### src/rtl/axil_mitm_rd_pipe.sv
// -----------------------------------------------------------------------------
// axil_mitm_rd_pipe
//
// AXI4-Lite read-channel man-in-the-middle. Sits between an upstream master
// (s_axil_*) and a downstream slave (m_axil_*), forwarding reads while it:
//   - registers the AR channel (one cycle of latency, one request in flight
//     in the register at a time),
//   - tracks accepted-but-unanswered reads and backpressures AR when the
//     count reaches MAX_OUTSTANDING,
//   - holds each read response for a programmable number of cycles,
//   - XORs the returned data with a programmable mask,
//   - optionally forces SLVERR on the next captured response.
//
// Ports
//   clk, rst               clock (rising edge), synchronous active-high reset
//   s_axil_ar*             upstream AR channel (this block is the slave)
//   s_axil_r*              upstream R channel
//   m_axil_ar*             downstream AR channel (this block is the master)
//   m_axil_r*              downstream R channel
//   cfg_delay              extra hold cycles applied to each response
//   cfg_rdata_xor          mask XORed into forwarded rdata
//   cfg_err_inject         one-cycle pulse arming a single SLVERR injection
//   sts_outstanding        current number of outstanding reads
//   sts_err_pending        an injection is armed and not yet applied
// -----------------------------------------------------------------------------
module axil_mitm_rd_pipe #(
    parameter int ADDR_WIDTH      = 32,
    parameter int DATA_WIDTH      = 32,
    parameter int MAX_OUTSTANDING = 4,
    parameter int DELAY_WIDTH     = 8
) (
    input  logic                                   clk,
    input  logic                                   rst,

    input  logic [ADDR_WIDTH-1:0]                  s_axil_araddr,
    input  logic [2:0]                             s_axil_arprot,
    input  logic                                   s_axil_arvalid,
    output logic                                   s_axil_arready,
    output logic [DATA_WIDTH-1:0]                  s_axil_rdata,
    output logic [1:0]                             s_axil_rresp,
    output logic                                   s_axil_rvalid,
    input  logic                                   s_axil_rready,

    output logic [ADDR_WIDTH-1:0]                  m_axil_araddr,
    output logic [2:0]                             m_axil_arprot,
    output logic                                   m_axil_arvalid,
    input  logic                                   m_axil_arready,
    input  logic [DATA_WIDTH-1:0]                  m_axil_rdata,
    input  logic [1:0]                             m_axil_rresp,
    input  logic                                   m_axil_rvalid,
    output logic                                   m_axil_rready,

    input  logic [DELAY_WIDTH-1:0]                 cfg_delay,
    input  logic [DATA_WIDTH-1:0]                  cfg_rdata_xor,
    input  logic                                   cfg_err_inject,

    output logic [$clog2(MAX_OUTSTANDING+1)-1:0]   sts_outstanding,
    output logic                                   sts_err_pending
);

    localparam int CNT_W = $clog2(MAX_OUTSTANDING + 1);
    localparam logic [1:0] RESP_SLVERR = 2'b10;

    typedef enum logic [1:0] {
        R_IDLE  = 2'd0,
        R_DELAY = 2'd1,
        R_OUT   = 2'd2
    } r_state_t;

    // Saturating up/down counter step: simultaneous inc and dec cancel, and
    // the count is clamped to [0, MAX_OUTSTANDING] (an unsolicited response
    // must not wrap the count below zero).
    function automatic logic [CNT_W-1:0] sat_count(
        input logic [CNT_W-1:0] cnt,
        input logic             inc,
        input logic             dec
    );
        logic [CNT_W-1:0] res;
        res = cnt;
        if (inc && !dec && (cnt < CNT_W'(MAX_OUTSTANDING)))
            res = cnt + CNT_W'(1);
        else if (dec && !inc && (cnt != '0))
            res = cnt - CNT_W'(1);
        return res;
    endfunction

    // Response code override for the error-injection feature.
    function automatic logic [1:0] inject_resp(
        input logic [1:0] resp,
        input logic       force_err
    );
        return force_err ? RESP_SLVERR : resp;
    endfunction

    // Control state (reset)
    logic                   ar_vld_p0;
    logic [CNT_W-1:0]       outstanding;
    logic                   err_pending;
    logic [DELAY_WIDTH-1:0] delay_cnt;
    r_state_t               state;

    // Datapath registers (not reset; zero initial value for simulation)
    logic [ADDR_WIDTH-1:0]  araddr_p0 = '0;
    logic [2:0]             arprot_p0 = '0;
    logic [DATA_WIDTH-1:0]  rdata_p1  = '0;
    logic [1:0]             rresp_p1  = '0;

    // Next-state / strobes from the R state machine
    r_state_t               state_nxt;
    logic [DELAY_WIDTH-1:0] delay_nxt;
    logic                   err_nxt;
    logic                   capture;

    logic                   s_ar_hs;
    logic                   s_r_hs;

    // Readies and valids are forced low while rst is asserted so the outputs
    // are quiet from the very first reset cycle, before the registers have
    // been cleared by the synchronous reset edge.
    assign s_axil_arready  = !rst && !ar_vld_p0
                             && (outstanding < CNT_W'(MAX_OUTSTANDING));
    assign m_axil_arvalid  = !rst && ar_vld_p0;
    assign m_axil_araddr   = araddr_p0;
    assign m_axil_arprot   = arprot_p0;

    assign m_axil_rready   = !rst && (state == R_IDLE);
    assign s_axil_rvalid   = !rst && (state == R_OUT);
    assign s_axil_rdata    = rdata_p1;
    assign s_axil_rresp    = rresp_p1;

    assign sts_outstanding = outstanding;
    assign sts_err_pending = err_pending;

    assign s_ar_hs = s_axil_arvalid && s_axil_arready;
    assign s_r_hs  = s_axil_rvalid && s_axil_rready;

    // ---- Stage p0: AR register slice ----
    always_ff @(posedge clk) begin
        if (rst) begin
            ar_vld_p0 <= 1'b0;
        end else if (s_ar_hs) begin
            ar_vld_p0 <= 1'b1;
        end else if (m_axil_arready) begin
            ar_vld_p0 <= 1'b0;
        end
    end

    always_ff @(posedge clk) begin
        if (s_ar_hs) begin
            araddr_p0 <= s_axil_araddr;
            arprot_p0 <= s_axil_arprot;
        end
    end

    always_ff @(posedge clk) begin
        if (rst) begin
            outstanding <= '0;
        end else begin
            outstanding <= sat_count(outstanding, s_ar_hs, s_r_hs);
        end
    end

    // ---- Stage p1: R capture / delay / present ----
    always_ff @(posedge clk) begin
        if (rst) begin
            state       <= R_IDLE;
            delay_cnt   <= '0;
            err_pending <= 1'b0;
        end else begin
            state       <= state_nxt;
            delay_cnt   <= delay_nxt;
            err_pending <= err_nxt;
        end
    end

    // cfg_delay and cfg_rdata_xor are only looked at on the capture cycle, so
    // reprogramming them never disturbs a response already in the buffer.
    always_ff @(posedge clk) begin
        if (capture) begin
            rdata_p1 <= m_axil_rdata ^ cfg_rdata_xor;
            rresp_p1 <= inject_resp(m_axil_rresp, err_pending || cfg_err_inject);
        end
    end

    always_comb begin
        state_nxt = state;
        delay_nxt = delay_cnt;
        capture   = 1'b0;

        case (state)
            R_IDLE: begin
                if (m_axil_rvalid) begin
                    capture = 1'b1;
                    if (cfg_delay != '0) begin
                        state_nxt = R_DELAY;
                        delay_nxt = cfg_delay;
                    end else begin
                        state_nxt = R_OUT;
                    end
                end
            end
            R_DELAY: begin
                // Count reaches 1 on the last hold cycle; R_OUT follows, so
                // the response is held exactly cfg_delay cycles.
                delay_nxt = delay_cnt - DELAY_WIDTH'(1);
                if (delay_cnt <= DELAY_WIDTH'(1)) begin
                    state_nxt = R_OUT;
                    delay_nxt = '0;
                end
            end
            R_OUT: begin
                if (s_axil_rready) begin
                    state_nxt = R_IDLE;
                end
            end
            default: begin
                state_nxt = R_IDLE;
                delay_nxt = '0;
            end
        endcase

        // A pulse that lands on a capture is consumed by that capture; extra
        // pulses while already armed are absorbed.
        err_nxt = err_pending || cfg_err_inject;
        if (capture) begin
            err_nxt = 1'b0;
        end
    end

endmodule

### config.mk
export PLATFORM = sky130hd
export DESIGN_NAME = axil_mitm_rd_pipe
export DESIGN_NICKNAME = d
export VERILOG_FILES = /design/src/rtl/axil_mitm_rd_pipe.sv
export SDC_FILE = /design/constraint.sdc
export NUM_CORES = 1
export LEC_CHECK = 0
export CAP_MARGIN = 20
export CORE_MARGIN = 8
export CORE_UTILIZATION = 31
export DETAILED_ROUTE_END_ITERATION = 10
export PLACE_DENSITY_LB_ADDON = 0.12
export SKIP_LAST_GASP = 1
export SYNTH_ARGS = -nofsm -noshare
export SYNTH_HDL_FRONTEND = slang
export SYNTH_SLANG_ARGS = --single-unit
export TNS_END_PERCENT = 10
### constraint.sdc
create_clock -name clk -period 2.8 [get_ports clk]
set_clock_uncertainty 0.1 [all_clocks]
set_input_delay 0.42 -clock clk [delete_from_list [all_inputs] [get_ports clk]]
set_output_delay 0.42 -clock clk [all_outputs]
set_load 0.01 [all_outputs]
==> qor.csv, run 1 <==
stage,metric,value,unit
outcome,status,"finished, final reports clean",
cts,cts_tree,built,
cells_and_area,syn_to_final_growth,70.82,%
power,pwr-share-clk,27.9,%
sta,rsz0062_at_grt,no,
route,via_per_inst,4.450,
synthesis,ys.flop_type,edfxtp_1,
cells_and_area,antenna_cells,0,
global_routing,grt_max_degree,36,
synthesis,async_reset_ff_share,0,%
sta,setup-tns-final,0,ns
sta,maxSlewHeadroom,69.68,%
cts,clock_latency,0.35,ns
cells_and_area,fill_cells,927,
route,drtPass1Iterations,4,
route,vias,2559,
cts,htreeDepth,3,
cts,numCtsBuffers,9,
synthesis,yosys.cell_types.count,47,
global_routing,grt_remaining_overflow,0,
synthesis,synth_edf_count,69,
worst_setup_path,endpoint_kind,primary output,
power,power.internal,2.325,mW
synthesis,yosysSeqAreaShare,70.93,%
sta,tightest_slew,0.4510,ns
worst_setup_path,critical_path_arrival,1.97,ns
sta,hold_violations,0,
floorplanning,core,10700,um^2
power,ir_drop,0.2346,mV
power,p_seq_share,49.2,%
sta,setup_viol,0,
synthesis,syn_area_per_cell,15.13,um^2
placement,gp_congestion,0.7558,
floorplanning,ioPinCount,193,
hold_path,min-delay-path-class,reg2reg,
route,wl_per_cell,18.02,um
power,power_switching,822.6,uW
placement,dpl.hpwl,8456,um
sta,finalCritPeriodShare,89.07,%
route,drt_iter0_drc,105,
synthesis,syn_inst,221,
synthesis,synth_most_common_cell,edfxtp_1,
power,combPwrFrac,22.9,%
synthesis,synth_area,3344,um^2
synthesis,synth_top_cell_by_area,edfxtp_1,
synthesis,synth_top_cell_area_share,61.95,%
cells_and_area,nNetsFinal,549,
cts,clk_pin_slew,0.08,ns
route,drc,0,
global_routing,first_global_vias,2630,
synthesis,synth_area_leaders,"edfxtp_1 (62%), dfxtp_1 (9.0%), xor2_1 (8.4%)",
synthesis,synth_seq_cells,84,
global_routing,antenna_found_initial,0,
route,drt_wl_total,10360,um
route,ant_nets,0,
cells_and_area,layoutNonFillerInstCount,575,
cts,postCtsSetupBuffers,0,
global_routing,grt_pass1_wl,15340,um
placement,place.port_buffers,192,
synthesis,synth.top_cells.by_count,"edfxtp_1 (69), xor2_1 (32), dfxtp_1 (15)",
floorplanning,dieArea,14370,um^2
cts,cts_resized,0,
synthesis,ys_warn_count,0,
cts,hold_buffers,0,
cts,clock-sinks,84,
worst_setup_path,crit_fanout,19,
floorplanning,initial_core_util,31.26,%
worst_setup_path,crit_type,in2out,
worst_setup_path,start_kind,input pin,
worst_setup_path,crit_required,2.28,ns
cts,clock-root-buffer,clkbuf_8,
sta,clock.fmax,0.4010,GHz
placement,place_inst,559,
cts,ctsLongestPathBuffers,2,
sta,finalMaxSlewViolations,0,
floorplanning,die_x,119.9,um
run,drv_cap,0,
global_routing,grt_usage,14.09,%
sta,period_needed,2.494,ns
cells_and_area,drive_above_1_share,7.586,%
power,p_sw_share,26.14,%
power,p_leak,2.055,nW
floorplanning,die_h,119.9,um
power,powerDensity,550.9,nW/um^2
floorplanning,rows,38,
synthesis,syn_nets,340,
stage by stage:
| step | setup slack, ns | util, % | hold WS, ns | power (mW) | instance area (um^2) |
|---|---|---|---|---|---|
| after CTS | 0.2770 | 53.40 | 0.4173 | 3.183 | 5713 |
| final | 0.3059 | 53.40 | 0.4173 | 3.147 | 5713 |
| after detailed placement | -0.02132 | 51.54 | 0.4030 | 2.302 | 5514 |
| after global routing | 0.2162 | 53.40 | 0.4380 | 3.296 | 5713 |
| after global placement | 0.05159 | 51.54 | 0.3941 | 2.294 | 5514 |
| after floorplan | 0.3831 | - | 0.3759 | 1.859 | 3344 |
critical path, stage by stage:
cell             delay [ns]
clkdlybuf4s50_1        0.43
buf_4                  0.14
buf_4                  0.19
nor3b_1                0.21
clkdlybuf4s50_1        0.57
cells by family after synthesis:
| group | synth area share, % |
|---|---|
| AND/OR/NAND/NOR | 8.866 |
| XOR/XNOR | 8.380 |
| AO/OA/AOI/OAI | 8.979 |
| adder cells (fa/ha/maj) | 1.347 |
| flip-flops | 70.93 |
| buffers and inverters | 1.496 |
power groups by stage:
stage               combinational, mW  sequential [mW]  clock [mW]
floorplan                       0.240             1.62           0
global placement                0.722             1.57           0
detailed placement              0.725             1.58           0
CTS                             0.730             1.55       0.904
global route                    0.780             1.56       0.953
finish                          0.722             1.55       0.877
per-layer routing:
metal / GRT usage (%) / wire length, um / vias up
li1: - / - / 1262
met2: 25.22 / 5412 / 105
met4: 6.089 / 126 / 0
met5: 0 / 0 / -
met3: 3.852 / 737 / 9
met1: 15.32 / 4088 / 1183
registers in the layout (all words and copies together) (netlist names):
| name | count |
|---|---|
| m_axil_arprot | 3 |
| state | 2 |
| m_axil_araddr | 32 |
| s_axil_rresp | 2 |
| s_axil_rdata | 32 |
| ar_vld_p0 | 1 |
| sts_outstanding | 3 |
| delay_cnt | 8 |
| sts_err_pending | 1 |
worst paths after layout:
kind                           start                 end  slack [ns]  depth (start not counted)
setup reg to reg  sts_outstanding[2]  sts_outstanding[2]        0.40                          7
setup / recovery                 rst       s_axil_rvalid        0.31                          5
hold reg to reg         delay_cnt[7]        delay_cnt[7]        0.42                          1
hold / removal          delay_cnt[7]        delay_cnt[7]        0.42                          1
cells in the final DEF, fill, tap and decap left out, types with 2 or more instances in the layout:
cell             Yosys  layout
clkbuf_8             0       9
o32ai_1              2       2
xor2_1              32      32
inv_1                8       8
or4_1                2       2
a21oi_1              5       5
o22ai_1              2       2
ha_1                 2       2
buf_4                0       9
or3_1                4       4
dfxtp_1             15      15
nand2_1              6       6
nor3_1               7       7
o21ai_0              5       5
nor2b_1              5       5
clkdlybuf4s50_1      0     192
edfxtp_1            69      69
clkinv_1             1       2
a311oi_1             2       2
nor4_1               2       2
nor2_1               8       8
or4b_4               2       2
a31oi_1              3       3
nand2b_1             3       3
nor3b_1              2       2
a32oi_1              2       2
nand3_1              4       4
o2bb2ai_1            3       3
inv_6                0       2
area by class of cell:
cell class | instances | area (um^2) | share of cell area [%]
Clock buffer | 10 | 127.6 | 2.234
Tap cell | 140 | 175.2 | 3.066
Inverter | 9 | 33.78 | 0.5913
Sequential cell | 84 | 2372 | 41.52
Clock inverter | 6 | 71.32 | 1.248
Timing Repair Buffer | 202 | 2009 | 35.17
Multi-Input combinational cell | 124 | 923.4 | 16.16
Power figures use the tool's default switching activity.
==> run 2: changes to the inputs <==
Settings changed: CAP_MARGIN 20 to unset.
==> results of run 2 <==
The final DEF is identical to that of run 1; final timing and power are the same.
